==> src/rtl/idu_pipe.sv <==
// RV32I instruction decode stage with a registered output bundle.
// Valid/ready on both sides; flush kills the held bundle and blocks input for a cycle.
module idu_pipe #(
   parameter int XLEN     = 32,
   parameter int ENABLE_M = 0
) (
   input  logic            IDP_CLOCK_50,
   input  logic            IDP_RESET_InHigh,
   input  logic            IDP_Flush,
   input  logic            IDP_In_Valid,
   output logic            IDP_In_Ready,
   input  logic [31:0]     IDP_Inst_InBUS,
   input  logic [XLEN-1:0] IDP_Pc_InBUS,
   output logic            IDP_Out_Valid,
   input  logic            IDP_Out_Ready,
   output logic [XLEN-1:0] IDP_Pc_OutBUS,
   output logic [XLEN-1:0] IDP_Imm_OutBUS,
   output logic [4:0]      IDP_Rd_OutBUS,
   output logic [4:0]      IDP_Rs1_OutBUS,
   output logic [4:0]      IDP_Rs2_OutBUS,
   output logic [2:0]      IDP_Funct3_OutBUS,
   output logic            IDP_Funct7b5,
   output logic            IDP_Not_Branch_Jump_Op,
   output logic            IDP_RegFile_Write,
   output logic            IDP_Bru_En,
   output logic            IDP_Alu_Select_Immediate_Mux,
   output logic            IDP_Lsu_En,
   output logic            IDP_Mul_Op,
   output logic            IDP_Illegal,
   output logic [1:0]      IDP_RegFile_Mux_OutBUS,
   output logic [1:0]      IDP_AluOp_OutBUS
);
   localparam logic [6:0] OP_LUI    = 7'b0110111;
   localparam logic [6:0] OP_AUIPC  = 7'b0010111;
   localparam logic [6:0] OP_JAL    = 7'b1101111;
   localparam logic [6:0] OP_JALR   = 7'b1100111;
   localparam logic [6:0] OP_BRANCH = 7'b1100011;
   localparam logic [6:0] OP_LOAD   = 7'b0000011;
   localparam logic [6:0] OP_STORE  = 7'b0100011;
   localparam logic [6:0] OP_IMM    = 7'b0010011;
   localparam logic [6:0] OP_OP     = 7'b0110011;
   localparam logic [6:0] OP_MISC   = 7'b0001111;

   typedef struct packed {
      logic [XLEN-1:0] pc;
      logic [XLEN-1:0] imm;
      logic [4:0]      rd;
      logic [4:0]      rs1;
      logic [4:0]      rs2;
      logic [2:0]      funct3;
      logic            funct7b5;
      logic            nbj;
      logic [1:0]      rf_mux;
      logic            rf_wr;
      logic [1:0]      alu_op;
      logic            bru;
      logic            imm_sel;
      logic            lsu;
      logic            mul;
      logic            illegal;
   } bundle_t;

   bundle_t     bun_d, bun_q;
   logic        vld_q;
   logic        load;
   logic [31:0] inst;
   logic [31:0] imm32;
   logic [6:0]  funct7;

   assign inst   = IDP_Inst_InBUS;
   assign funct7 = inst[31:25];

   always_comb begin
      bun_d          = '0;
      imm32          = '0;
      bun_d.pc       = IDP_Pc_InBUS;
      bun_d.rd       = inst[11:7];
      bun_d.rs1      = inst[19:15];
      bun_d.rs2      = inst[24:20];
      bun_d.funct3   = inst[14:12];
      bun_d.funct7b5 = inst[30];
      if (inst[1:0] != 2'b11) begin
         bun_d.illegal = 1'b1;
      end else begin
         case (inst[6:0])
            OP_LUI, OP_AUIPC: begin
               bun_d.rf_mux  = (inst[6:0] == OP_AUIPC) ? 2'b10 : 2'b00;
               bun_d.rf_wr   = 1'b1;
               bun_d.alu_op  = 2'b11;
               bun_d.imm_sel = 1'b1;
               imm32         = {inst[31:12], 12'b0};
            end
            OP_JAL, OP_JALR: begin
               bun_d.nbj     = 1'b1;
               bun_d.rf_mux  = 2'b11;
               bun_d.rf_wr   = 1'b1;
               bun_d.alu_op  = 2'b10;
               bun_d.imm_sel = 1'b1;
               imm32 = (inst[6:0] == OP_JAL)
                     ? {{12{inst[31]}}, inst[19:12], inst[20], inst[30:21], 1'b0}
                     : {{20{inst[31]}}, inst[31:20]};
            end
            OP_BRANCH: begin
               bun_d.bru = 1'b1;
               imm32     = {{20{inst[31]}}, inst[7], inst[30:25], inst[11:8], 1'b0};
            end
            OP_LOAD, OP_STORE: begin
               bun_d.rf_mux  = 2'b01;
               bun_d.rf_wr   = (inst[6:0] == OP_LOAD);
               bun_d.alu_op  = 2'b01;
               bun_d.imm_sel = 1'b1;
               bun_d.lsu     = 1'b1;
               imm32 = (inst[6:0] == OP_LOAD)
                     ? {{20{inst[31]}}, inst[31:20]}
                     : {{20{inst[31]}}, inst[31:25], inst[11:7]};
            end
            OP_IMM: begin
               bun_d.rf_wr   = 1'b1;
               bun_d.imm_sel = 1'b1;
               imm32         = {{20{inst[31]}}, inst[31:20]};
               // shift amounts live in imm[4:0]; upper bits select SRLI/SRAI only
               if (inst[14:12] == 3'b001 && funct7 != 7'b0000000)
                  bun_d.illegal = 1'b1;
               if (inst[14:12] == 3'b101 && funct7 != 7'b0000000 && funct7 != 7'b0100000)
                  bun_d.illegal = 1'b1;
            end
            OP_OP: begin
               bun_d.rf_wr = 1'b1;
               if (funct7 == 7'b0000001 && ENABLE_M != 0)
                  bun_d.mul = 1'b1;
               else if (funct7 != 7'b0000000 && funct7 != 7'b0100000)
                  bun_d.illegal = 1'b1;
            end
            OP_MISC: ;
            default: bun_d.illegal = 1'b1;
         endcase
      end
      if (bun_d.illegal) begin
         bun_d.nbj     = 1'b0;
         bun_d.rf_mux  = 2'b00;
         bun_d.rf_wr   = 1'b0;
         bun_d.alu_op  = 2'b00;
         bun_d.bru     = 1'b0;
         bun_d.imm_sel = 1'b0;
         bun_d.lsu     = 1'b0;
         bun_d.mul     = 1'b0;
         imm32         = '0;
      end
      if (inst[11:7] == 5'd0)
         bun_d.rf_wr = 1'b0;
      bun_d.imm = XLEN'(signed'(imm32));
   end

   assign IDP_In_Ready = ~IDP_Flush & (~vld_q | IDP_Out_Ready);
   assign load         = IDP_In_Valid & IDP_In_Ready;

   // bundle is only rewritten on load, so it stays put under back-pressure and after consume
   always_ff @(posedge IDP_CLOCK_50) begin
      if (IDP_RESET_InHigh) begin
         vld_q <= 1'b0;
         bun_q <= '0;
      end else if (IDP_Flush) begin
         vld_q <= 1'b0;
      end else if (load) begin
         vld_q <= 1'b1;
         bun_q <= bun_d;
      end else if (IDP_Out_Ready) begin
         vld_q <= 1'b0;
      end
   end

   assign IDP_Out_Valid                = vld_q;
   assign IDP_Pc_OutBUS                = bun_q.pc;
   assign IDP_Imm_OutBUS               = bun_q.imm;
   assign IDP_Rd_OutBUS                = bun_q.rd;
   assign IDP_Rs1_OutBUS               = bun_q.rs1;
   assign IDP_Rs2_OutBUS               = bun_q.rs2;
   assign IDP_Funct3_OutBUS            = bun_q.funct3;
   assign IDP_Funct7b5                 = bun_q.funct7b5;
   assign IDP_Not_Branch_Jump_Op       = bun_q.nbj;
   assign IDP_RegFile_Mux_OutBUS       = bun_q.rf_mux;
   assign IDP_RegFile_Write            = bun_q.rf_wr;
   assign IDP_AluOp_OutBUS             = bun_q.alu_op;
   assign IDP_Bru_En                   = bun_q.bru;
   assign IDP_Alu_Select_Immediate_Mux = bun_q.imm_sel;
   assign IDP_Lsu_En                   = bun_q.lsu;
   assign IDP_Mul_Op                   = bun_q.mul;
   assign IDP_Illegal                  = bun_q.illegal;
endmodule

==> config.mk <==
export PLATFORM = sky130hd
export DESIGN_NAME = idu_pipe
export DESIGN_NICKNAME = d
export VERILOG_FILES = /design/src/rtl/idu_pipe.sv
export SDC_FILE = /design/constraint.sdc
export NUM_CORES = 1
export LEC_CHECK = 0
export ABC_AREA = 1
export BUFFER_PORTS_ARGS = -buffer_cell sky130_fd_sc_hd__buf_2
export CELL_PAD_IN_SITES_DETAIL_PLACEMENT = 2
export CELL_PAD_IN_SITES_GLOBAL_PLACEMENT = 2
export CORE_ASPECT_RATIO = 0.8
export CORE_UTILIZATION = 23
export CTS_CLUSTER_SIZE = 10
export DETAILED_ROUTE_END_ITERATION = 10
export PLACE_DENSITY = 0.77
export SYNTH_ARGS = -nofsm -noshare
export SYNTH_HDL_FRONTEND = slang
export SYNTH_SLANG_ARGS = --single-unit
export TNS_END_PERCENT = 1
==> constraint.sdc <==
create_clock -name IDP_CLOCK_50 -period 1.3 [get_ports IDP_CLOCK_50]
set_input_delay 0.065 -clock IDP_CLOCK_50 [delete_from_list [all_inputs] [get_ports IDP_CLOCK_50]]
set_output_delay 0.065 -clock IDP_CLOCK_50 [all_outputs]
set_load 0.01 [all_outputs]
* Word level (Yosys, flattened, before mapping)
Index checks and enable logic that the tools add are counted.
Widths: inputs -> output; s select.
** Storage, ports and cells
- Register bits after elaboration :: 95
- Input port bits :: 69
** Operators by class
- Eq/ne operators :: 14
- Multiplexer cells :: 23
- Bitwise operators :: 5
- Reduce and logical (&&, ||, !) cells :: 15
** Operator list (number)
- $pmux 32 s5 :: 1
- $mux 32 :: 2
- $eq 7x6->1 const B :: 3
- $eq 7x7->1 const B :: 3
- $mux 20 :: 1
- $eq 7x5->1 const B :: 2
- $pmux 2 s3 :: 2
- $mux 1 :: 11
- $mux 10 :: 1
- $mux 9 :: 1
- $reduce_or 2->1 :: 4
- $reduce_or 8->1 :: 1
- $eq 7x2->1 const B :: 1
- $eq 7x4->1 const B :: 1
- $ne 7x6->1 const B :: 1
- $reduce_bool 7->1 :: 1
- $reduce_or 7->1 :: 1
- $reduce_or 6->1 :: 1
- $logic_not 5->1 :: 1
- $mux 5 :: 1
- $logic_and 1x1->1 :: 4
- $eq 3x1->1 const B :: 1
- $eq 3x3->1 const B :: 1
- $pmux 1 s3 :: 1
- other kinds (8) :: 10

* Logic depth before layout (Yosys ltp)
Gate-level depths: netlist (run 1).
- Depth in word-level cells :: 8
- Gate-level depth with buffers :: 11

* Least setup slack after synthesis (run 1)
OpenSTA, ideal clock, no wires.
- Kind :: reg2reg
- Start :: reg vld_q, in the netlist IDP_Out_Valid
- End :: reg bun_q, in the netlist IDP_Imm_OutBUS[17]
- Arrival :: 1.383 ns
- Data required time :: 1.230 ns
- Slack :: -0.154 ns
- Stages on the path, launching flop included :: 7
- Buffers on the path :: 1
- Clock period less this slack :: 1.454 ns
- Path through :: dfxtp_1 > a21oi_1 > nand2_1 > inv_2 > buf_1 > nand4_1 > a21oi_1
** On the way
- Word-level cells in the longest chain between the ends :: 5
** RTL lines
- from (decl) :: RTL line 64 : logic vld_q;
- from (signal assigned) :: RTL line 160 : vld_q <= 1'b0;
- from (signal assigned) :: RTL line 163 : vld_q <= 1'b0;
- from (signal assigned) :: RTL line 165 : vld_q <= 1'b1;
- $not 1->1 :: RTL line 154 : assign IDP_In_Ready = ~IDP_Flush & (~vld_q | IDP_Out_Ready);
- $or 1x1->1 :: RTL line 154
- $and 1x1->1 :: RTL line 154
- named net IDP_In_Ready :: RTL line 11 : output logic IDP_In_Ready,
- $and 1x1->1 :: RTL line 155 : assign load = IDP_In_Valid & IDP_In_Ready;
- $reduce_and 2->1 (no source line)
- to (signal assigned) :: RTL line 166 : bun_q <= bun_d;
- to (decl) :: RTL line 63 : bundle_t bun_d, bun_q;
The timed path passes the listed nets, and every way through them passes these cells.
A chain may end at the register's enable or synchronous reset.

* Final worst setup path (run 1)
- Start :: reg vld_q, in the netlist IDP_Out_Valid
- End :: reg bun_q, in the netlist IDP_Imm_OutBUS[27]
** On the way
- Word-level cells in the longest chain between the ends :: 5
** RTL lines (RTL line)
- $not 1->1 :: 154
- $or 1x1->1 :: 154
- $and 1x1->1 :: 154
- $and 1x1->1 :: 155
- $reduce_and 2->1 (no source line)
Every way passes these cells.

==> results of run 1 <==
## final timing paths
path                             startpoint                               to  depth (start not counted)
min reg2reg  IDP_Imm_OutBUS[4]$_SDFFE_PP0P_   IDP_Imm_OutBUS[4]$_SDFFE_PP0P_                          2
max reg2reg      IDP_Out_Valid$_SDFFE_PP0P_  IDP_Imm_OutBUS[27]$_SDFFE_PP0P_                          6
min                      IDP_Inst_InBUS[19]   IDP_Rs1_OutBUS[4]$_SDFFE_PP0P_                          3
max              IDP_Out_Valid$_SDFFE_PP0P_  IDP_Imm_OutBUS[27]$_SDFFE_PP0P_                          6
## per-stage QoR
stage,cells,setup TNS (ps)
3_3_place_gp,993,-2880
3_5_place_dp,993,-8590
5_1_grt,1054,-730
2_1_floorplan,593,-1570
6_report,1054,-50.4
4_1_cts,1049,-24.3
## synthesized netlist by cell type, drive strengths merged
cell / count
buf: 16
nand4: 29
a31o: 1
nor3b: 1
nand3b: 7
nor2: 36
a31oi: 1
dfxtp: 94
and2: 1
o21ai: 18
conb: 1
a21oi: 96
nand2: 203
o2111ai: 1
nand3: 33
clkbuf: 25
nor3: 3
inv: 27
## power breakdown
| group | total (mW) | internal, mW | switching (mW) |
|---|---|---|---|
| Combinational | 1.01 | 0.445 | 0.561 |
| Sequential | 3.02 | 2.97 | 0.0481 |
| Clock | 2.86 | 1.67 | 1.18 |
## area by class of cell
class | instances | area, µm² | area share (%)
Multi-Input combinational cell | 431 | 2030 | 31.6
Sequential cell | 94 | 1890 | 29.3
Timing Repair Buffer | 262 | 1820 | 28.2
Tap cell | 225 | 282 | 4.37
Clock buffer | 9 | 225 | 3.50
Inverter | 27 | 114 | 1.77
Clock inverter | 6 | 86.3 | 1.34
## worst min-delay path, stage by stage
cell     delay, ps
buf_2          130
nand2_1         70
a21oi_1         50
## routing by layer
layer  vias to the layer above  track usage, %  routed length, µm
li1                       2417               -                  -
met1                      2417            24.6               8740
met2                       109            35.1               9360
met3                        21            4.80                771
met4                         0            5.18                285
met5                         -               0                  0
## cell families (layout without fill, tap and decap cells)
kind of cell | after synthesis | after routing
compound gates | 117 | 117
buf+inv | 68 | 304
flops | 94 | 94
other cells | 1 | 1
simple gates | 313 | 313
## repair_timing
action / in CTS / in global routing
buffers inserted: 0 / 2
hold endpoints to repair: 41 / 0
pin swaps: 1 / 3
gates cloned: 0 / 3
setup endpoints to repair: 44 / 90
gates resized for setup: 7 / 16
hold buffers: 41 / 0
## sequential cells by signal, indices dropped and copies added, names as in the netlist
name                          cells
IDP_AluOp_OutBUS                  2
IDP_Rs2_OutBUS                    5
IDP_Funct7b5                      1
IDP_Illegal                       1
IDP_Lsu_En                        1
IDP_Rd_OutBUS                     5
IDP_Rs1_OutBUS                    5
IDP_Funct3_OutBUS                 3
IDP_RegFile_Write                 1
IDP_Imm_OutBUS                   32
IDP_Out_Valid                     1
IDP_Bru_En                        1
IDP_RegFile_Mux_OutBUS            2
IDP_Pc_OutBUS                    32
IDP_Alu_Select_Immediate_Mux      1
IDP_Not_Branch_Jump_Op            1
==> flow_summary_export.csv, run 1 <==
group,metric,value,unit
run_status,run_status,"finished, violations left",
run_status,violations,"setup timing",
logic_synthesis,synth_top_family_by_area,"simple AND/OR/NAND/NOR gates",
logic_synthesis,syn_nets,662,
logic_synthesis,syn_avg_cell_area,7.06,µm²
pwr,leakagePower,3.03,nW
logic_synthesis,ys_warn_count,0,
clocking,insertion_delay,360,ps
pwr,p_total,6.88,mW
logic_synthesis,muxShareOfSynthArea,0,%
floorplan,start_util,23.8,%
setup_path,reg2reg_slack,-40,ps
logic_synthesis,seq_area_frac_synth,44.9,%
setup_path,slowest_stage,"dfxtp_4",
finish,nets,894,
sta,fmax,0.749,GHz
clocking,cts_root_buf,"clkbuf_16",
clocking,cts_buffers,9,
placed_design,pre_cts_ws,-193,ps
routing,drt-total-wl,19200,µm
global_routing,grt_pass1_wl,28800,µm
finish,layout-drive-gt1-share,32.1,%
sta,min_period,1340,ps
setup_path,critical_path.top_delay_family,"compound AO/OA/AOI/OAI gates",
logic_synthesis,syn_area,0.00419,mm²
logic_synthesis,synth_top_area_share,44.9,%
sta,finalMaxSlewViolations,0,
setup_path,critPathRequiredTime,1580,ps
setup_path,path_buf_inv,2,
global_routing,grt_pass1_vias,5337,
pwr,vdd_drop_max,573,µV
finish,num_antenna_cells,0,
logic_synthesis,netlist_top_cells_area,"dfxtp_1 (45%), nand2_1 (18%), a21oi_1 (11%)",
finish,fillCellCount,2062,
run,max_cap_violations,0,
finish,final_cell_area,0.00644,mm²
sta,worst_clock_skew,4.01,ps
floorplan,num_rows,43,
finish,final_common_cell,"nand2_1",
sta,setup_viol,2,
setup_path,worstPathArrival,1610,ps
logic_synthesis,yosysTopAreaCell,"dfxtp_1",
clocking,htreeDepth,3,
setup_path,critPathMaxFanout,19,
setup_path,startpoint_type,"register",
placed_design,dpl_cell_area,0.00554,mm²
placed_design,routabilityCongestion,0.941,
placed_design,hpwl,13400,µm
setup_path,cp_cell_sequence,"a21oi_4 -> nand2_4 -> clkinv_8 -> buf_8 -> nand4_1 -> a21oi_2",
global_routing,grt_antenna_before_repair,0,
logic_synthesis,yosysUniqueCellTypes,30,
sta,whs,6.59,ps
global_routing,grt_max_degree,61,
floorplan,die_x,153,µm
finish,postLayoutCoreUtil,36.6,%
logic_synthesis,synthCells,593,
routing,drt_iter0_drc,215,
sta,hold_viol_final,0,
sta,worst_slack,-35.7,ps
floorplan,core_area,0.0176,mm²
sta,rsz0062_at_grt,"true",
clocking,clkSinkCount,94,
logic_synthesis,synth-xor-area-share,0,%
floorplan,dieHeight,123,µm
setup_path,critical_path_class,"reg -> reg",
routing,first_pass_iters,4,
setup_path,worstSetupEndpointType,"register",
finish,syn_to_final_growth,53.8,%
placed_design,io_buffers,163,
setup_path,cpPeakStageDelay,360,ps
clocking,cts_buffer_depth,2,
routing,drtAntennaViolNets,0,
finish,mostFrequentLayoutCells,"nand2_1 (196), buf_2 (163), dfxtp_1 (93)",
pwr,power_density,1070,mW/mm²
global_routing,grt_remaining_overflow,0,
logic_synthesis,synth_compound_area_share,14.3,%
routing,drc,0,
floorplan,dieArea,0.0188,mm²
clocking,tritoncts,"built",
min_path,worstHoldPathType,"in -> reg",
clocking,clk_pin_slew,70,ps
routing,vias,4964,
floorplan,ios,165,
logic_synthesis,synthSimpleGateAreaFrac,33.5,%
routing,avgRoutedWirePerCell,18.2,µm
logic_synthesis,synthAdderAreaFrac,0,%
global_routing,grt_usage,20.0,%
sta,period_share,103,%
routing,vias_per_cell,4.71,
logic_synthesis,ys_ff_latch,94,
(Power assumes the default switching activity.)
==> run 2, diff against run 1 <==
CELL_PAD_IN_SITES_DETAIL_PLACEMENT = 0   (was 2)
CELL_PAD_IN_SITES_GLOBAL_PLACEMENT = 1   (was 2)
CORE_UTILIZATION = 34   (was 23)
CTS_BUF_LIST = sky130_fd_sc_hd__clkbuf_2 sky130_fd_sc_hd__clkbuf_4 sky130_fd_sc_hd__clkbuf_8   (was unset)
PLACE_DENSITY = 0.82   (was 0.77)
clock period = 1.5 ns   (was 1.3 ns; I/O delays follow)
==> run 2 against run 1 <==
Against the previous run: the run now ends clean; cell count is 10% lower; critical path depth up 3; cell area decreased by 8.6%; first-iteration DRC count rose by 73%; global-route usage up 1.3 points; die area fell by 32%; register-to-register slack better by 180 ps; sequential power shrank 14%; via count down 6.2%; routed wire length shrank 28%; clock-buffer cell count up 1; largest cell class unchanged.
==> flow_summary_export.csv, run 2 (synthesized netlist as in run 1, its figures left out) <==
group,metric,value,unit
run_status,run_status,"finished clean",
floorplan,num_rows,35,
routing,drtAntennaViolNets,0,
finish,num_antenna_cells,0,
setup_path,worstPathArrival,1700,ps
finish,nets,863,
sta,fmax,0.715,GHz
finish,mostFrequentLayoutCells,"nand2_1 (196), buf_2 (163), a21oi_1 (95)",
finish,syn_to_final_growth,40.6,%
sta,finalMaxSlewViolations,0,
pwr,p_total,5.14,mW
routing,first_pass_iters,5,
setup_path,regToRegStartpoint,"IDP_Out_Valid$_SDFFE_PP0P_",
setup_path,critical_path_class,"in -> reg",
min_path,hp-start,"IDP_Inst_InBUS[11]",
sta,whs,21.2,ps
floorplan,ios,165,
global_routing,grt_usage,21.3,%
floorplan,dieArea,0.0128,mm²
finish,final_common_cell,"nand2_1",
placed_design,io_buffers,163,
routing,vias_per_cell,4.93,
global_routing,grt_pass1_wl,21600,µm
clocking,tritoncts,"built",
setup_path,startpoint_type,"primary input",
setup_path,reg2reg_depth,7,
pwr,power_density,873,mW/mm²
setup_path,reg2reg_slack,140,ps
routing,drt_iter0_drc,372,
clocking,insertion_delay,350,ps
clocking,clk_pin_slew,80,ps
run,max_cap_violations,0,
finish,layout-drive-gt1-share,28.1,%
placed_design,routabilityCongestion,0.891,
clocking,htreeDepth,3,
placed_design,hpwl,9670,µm
min_path,worstHoldPathType,"in -> reg",
floorplan,core_area,0.0117,mm²
finish,postLayoutCoreUtil,50.2,%
global_routing,grt_remaining_overflow,0,
global_routing,grt_max_degree,86,
routing,drc,0,
sta,hold_viol_final,0,
routing,vias,4656,
sta,setup_viol,0,
global_routing,grt_pass1_vias,4372,
clocking,clkSinkCount,94,
floorplan,die_x,126,µm
clocking,cts_buffers,9,
setup_path,critPathMaxFanout,24,
sta,period_share,93.2,%
global_routing,grt_antenna_before_repair,0,
floorplan,dieHeight,101,µm
min_path,hold_end,"IDP_Rd_OutBUS[4]$_SDFFE_PP0P_",
clocking,cts_buffer_depth,2,
routing,drt-total-wl,13700,µm
setup_path,regToRegEndpoint,"IDP_Illegal$_SDFFE_PP0P_",
pwr,leakagePower,2.79,nW
routing,avgRoutedWirePerCell,14.5,µm
setup_path,worstSetupEndpointType,"register",
clocking,cts_root_buf,"clkbuf_8",
floorplan,start_util,35.7,%
pwr,vdd_drop_max,450,µV
setup_path,critPathRequiredTime,1800,ps
sta,min_period,1400,ps
min_path,holdPathStages,3,
sta,worst_clock_skew,10.2,ps
[run 2: changes by cell type in the layout (fill, tap and decap cells not counted), sizes merged]
cell,previous run,this run
clkbuf,12,10
buf,218,185
clkinv,3,2
dlygate4sd3,41,46
clkinvlp,1,0
[run 2: layout make-up]
cell class                 instances  area [µm²]
clock inverter                     4        73.8
inverter                          27         104
timing repair buffer             231        1500
multi-input combinational        431        2010
tap                              148         185
sequential                        94        1880
clock buffer                      10         131
fill                            1178        5850
[run 2: per-stage QoR]
stage / setup slack (ps) / cells / area [µm²] / setup TNS (ps)
2_1_floorplan: 46.2 / 593 / 4190 / 0
3_3_place_gp: 84.1 / 885 / 5220 / 0
3_5_place_dp: 16.9 / 885 / 5220 / 0
4_1_cts: 61.3 / 945 / 5880 / 0
5_1_grt: -1.19 / 945 / 5890 / -1.19
6_report: 102 / 945 / 5890 / 0
[run 2: where the power goes]
part	total (mW)	switching (mW)	internal, mW
Clock	1.80	0.856	0.941
Sequential	2.61	0.0371	2.57
Combinational	0.734	0.419	0.315
Total	5.14	1.31	3.83
[run 2: metal layers]
layer | GRT usage, % | up-vias | part of all wire, %
met4 | 5.28 | 0 | 1.4
met3 | 4.60 | 17 | 5.8
li1 | - | 2349 | -
met1 | 28.5 | 2136 | 48
met5 | 0 | - | 0
met2 | 35.1 | 154 | 45
[run 2: worst max path at each step]
stage               slack [ps]                                to                       start  cells after the start
global placement            80   IDP_Imm_OutBUS[18]$_SDFFE_PP0P_           IDP_Inst_InBUS[4]                     10
CTS                         60          IDP_Illegal$_SDFFE_PP0P_                   IDP_Flush                      9
finish                     100          IDP_Illegal$_SDFFE_PP0P_                   IDP_Flush                      9
detailed placement          20   IDP_Imm_OutBUS[17]$_SDFFE_PP0P_           IDP_Inst_InBUS[4]                     10
floorplan                   50   IDP_Imm_OutBUS[17]$_SDFFE_PP0P_  IDP_Out_Valid$_SDFFE_PP0P_                      6
global route                -1  IDP_AluOp_OutBUS[0]$_SDFFE_PP0P_                   IDP_Flush                      8
[run 2: critical path, cell delays in order]
cell	delay, ps
dlygate4sd3_1	530
buf_2	120
a21oi_1	190
nand2_2	130
inv_4	130
buf_12	160
o21ai_0	90
a31o_2	220
inv_1	40
[run 2: timing repair]
item / 4_1_cts / 5_1_grt
resized for setup: 0 / 1
setup buffers: 0 / 0
endpoints found under the setup margin: 0 / 20
endpoints found under the hold margin: 46 / 0
hold buffers: 46 / 0
==> run 3, diff against run 2 <==
BUFFER_PORTS_ARGS = -buffer_cell sky130_fd_sc_hd__buf_4   (was -buffer_cell sky130_fd_sc_hd__buf_2)
==> run 3 against run 2 <==
Against the previous run: clock-buffer cell count is 1 higher; die area is the same; register-to-register slack worse by 60 ps; sequential power hardly changed; utilization up 3.9 points; flip-flop and latch count unchanged; via count shrank 0.15%; worst setup slack got worse by 61 ps; clock power grew 5%.
==> flow_summary_export.csv, run 3 (synthesized netlist as in run 1, its figures left out) <==
group,metric,value,unit
clocking,cts_buffer_depth,2,
setup_path,critPathRequiredTime,1790,ps
floorplan,ios,165,
sta,finalSetupTns,0,ps
sta,setup_viol,0,
finish,num_antenna_cells,0,
clocking,clk_pin_slew,90,ps
clocking,insertion_delay,360,ps
setup_path,startpoint_type,"primary input",
finish,mostFrequentLayoutCells,"nand2_1 (196), buf_4 (180), dfxtp_1 (94), a21oi_1 (94), dlygate4sd3_1 (48)",
floorplan,start_util,35.7,%
pwr,vdd_drop_max,453,µV
sta,period_share,97.3,%
global_routing,grt_antenna_before_repair,0,
clocking,htreeDepth,3,
finish,syn_to_final_growth,51.4,%
setup_path,worstPathArrival,1750,ps
clocking,cts_buffers,9,
floorplan,dieHeight,101,µm
sta,rsz0062_at_grt,"true",
finish,final_common_cell,"nand2_1",
clocking,post_cts_buffers,0,
clocking,cts_root_buf,"clkbuf_8",
floorplan,die_x,126,µm
sta,hold_viol_final,0,
routing,first_pass_iters,5,
sta,fmax,0.685,GHz
sta,worst_clock_skew,8.41,ps
min_path,holdPathStages,3,
finish,fillCellCount,1113,
setup_path,worstSetupEndpointType,"register",
finish,nets,866,
global_routing,grt_max_degree,85,
run,max_cap_violations,0,
placed_design,io_buffers,163,
clocking,tritoncts,"built",
routing,drt-total-wl,14000,µm
global_routing,grt_remaining_overflow,0,
placed_design,hpwl,9690,µm
global_routing,grt_pass1_vias,4342,
routing,vias,4649,
setup_path,critPathMaxFanout,24,
routing,avgRoutedWirePerCell,14.8,µm
min_path,worstHoldPathType,"in -> reg",
routing,vias_per_cell,4.90,
run_status,run_status,"finished clean",
setup_path,reg2reg_depth,8,
placed_design,routabilityCongestion,0.862,
sta,finalMaxSlewViolations,0,
routing,drc,0,
sta,min_period,1460,ps
routing,drtAntennaViolNets,0,
global_routing,grt_usage,21.9,%
setup_path,critical_path_class,"in -> reg",
floorplan,dieArea,0.0128,mm²
floorplan,core_area,0.0117,mm²
pwr,power_density,842,mW/mm²
global_routing,grt_pass1_wl,22100,µm
clocking,clkSinkCount,94,
pwr,p_total,5.34,mW
finish,layout-drive-gt1-share,28.2,%
floorplan,num_rows,35,
routing,drt_iter0_drc,389,
pwr,leakagePower,2.86,nW
run 3: cell count changes in the layout (fill, tap and decap cells not counted), sizes merged:
cell and delta:
buf +1, clkbuf +1, clkinv -1, dlygate4sd3 +2
run 3: critical path: stages:
cell,delay (ps)
dlygate4sd3_1,540
buf_4,150
a21oi_2,150
nand2_2,110
inv_2,90
buf_12,170
nand2_1,90
nor2_1,100
nand2_1,100
a21oi_1,150
run 3: where the power goes:
| group | switching, mW | internal (mW) | total [mW] | leakage (nW) |
|---|---|---|---|---|
| combinational | 0.426 | 0.410 | 0.836 | 1.99 |
| clock | 0.876 | 1.02 | 1.89 | 0.111 |
| sequential | 0.0419 | 2.57 | 2.61 | 0.764 |
run 3: metrics by stage:
stage               utilization, %  worst slack (ps)  cell area [µm²]  cells  hold WS (ps)
finish                        54.0              40.9             6340    948          12.2
floorplan                        -              46.2             4190    593           154
CTS                           54.0              6.86             6330    948         0.320
global route                  54.0             -5.08             6340    948          20.4
global placement              48.0              35.7             5630    886           250
detailed placement            48.0              20.8             5630    886           253
run 3: worst paths after layout:
| path | from | end | slack, ps |
|---|---|---|---|
| max | IDP_Flush | IDP_Imm_OutBUS[10]$_SDFFE_PP0P_ | 40 |
| max reg2reg | IDP_Out_Valid$_SDFFE_PP0P_ | IDP_Imm_OutBUS[10]$_SDFFE_PP0P_ | 80 |
| min | IDP_Inst_InBUS[19] | IDP_Rs1_OutBUS[4]$_SDFFE_PP0P_ | 10 |
| min reg2reg | IDP_Rd_OutBUS[4]$_SDFFE_PP0P_ | IDP_Rd_OutBUS[4]$_SDFFE_PP0P_ | 470 |
run 3: timing repair:
action,CTS,global route
hold buffers,48,0
resized for setup,0,3
endpoints found under the hold margin,47,0
endpoints found under the setup margin,0,67
run 3: cell type report:
cell class | instances | area, µm² | share of cell area [%]
Inverter | 27 | 101 | 1.60
Sequential cell | 94 | 1880 | 29.7
Clock buffer | 11 | 151 | 2.39
Clock inverter | 3 | 68.8 | 1.09
Timing Repair Buffer | 234 | 1940 | 30.6
Multi-Input combinational cell | 431 | 2010 | 31.7
Tap cell | 148 | 185 | 2.92
run 3: layer usage:
layer	global-route usage [%]	up-vias	routed length, µm
met5	0	-	0
li1	-	2359	-
met1	29.6	2107	6460
met3	5.18	11	981
met4	4.91	0	116
met2	35.6	172	6470
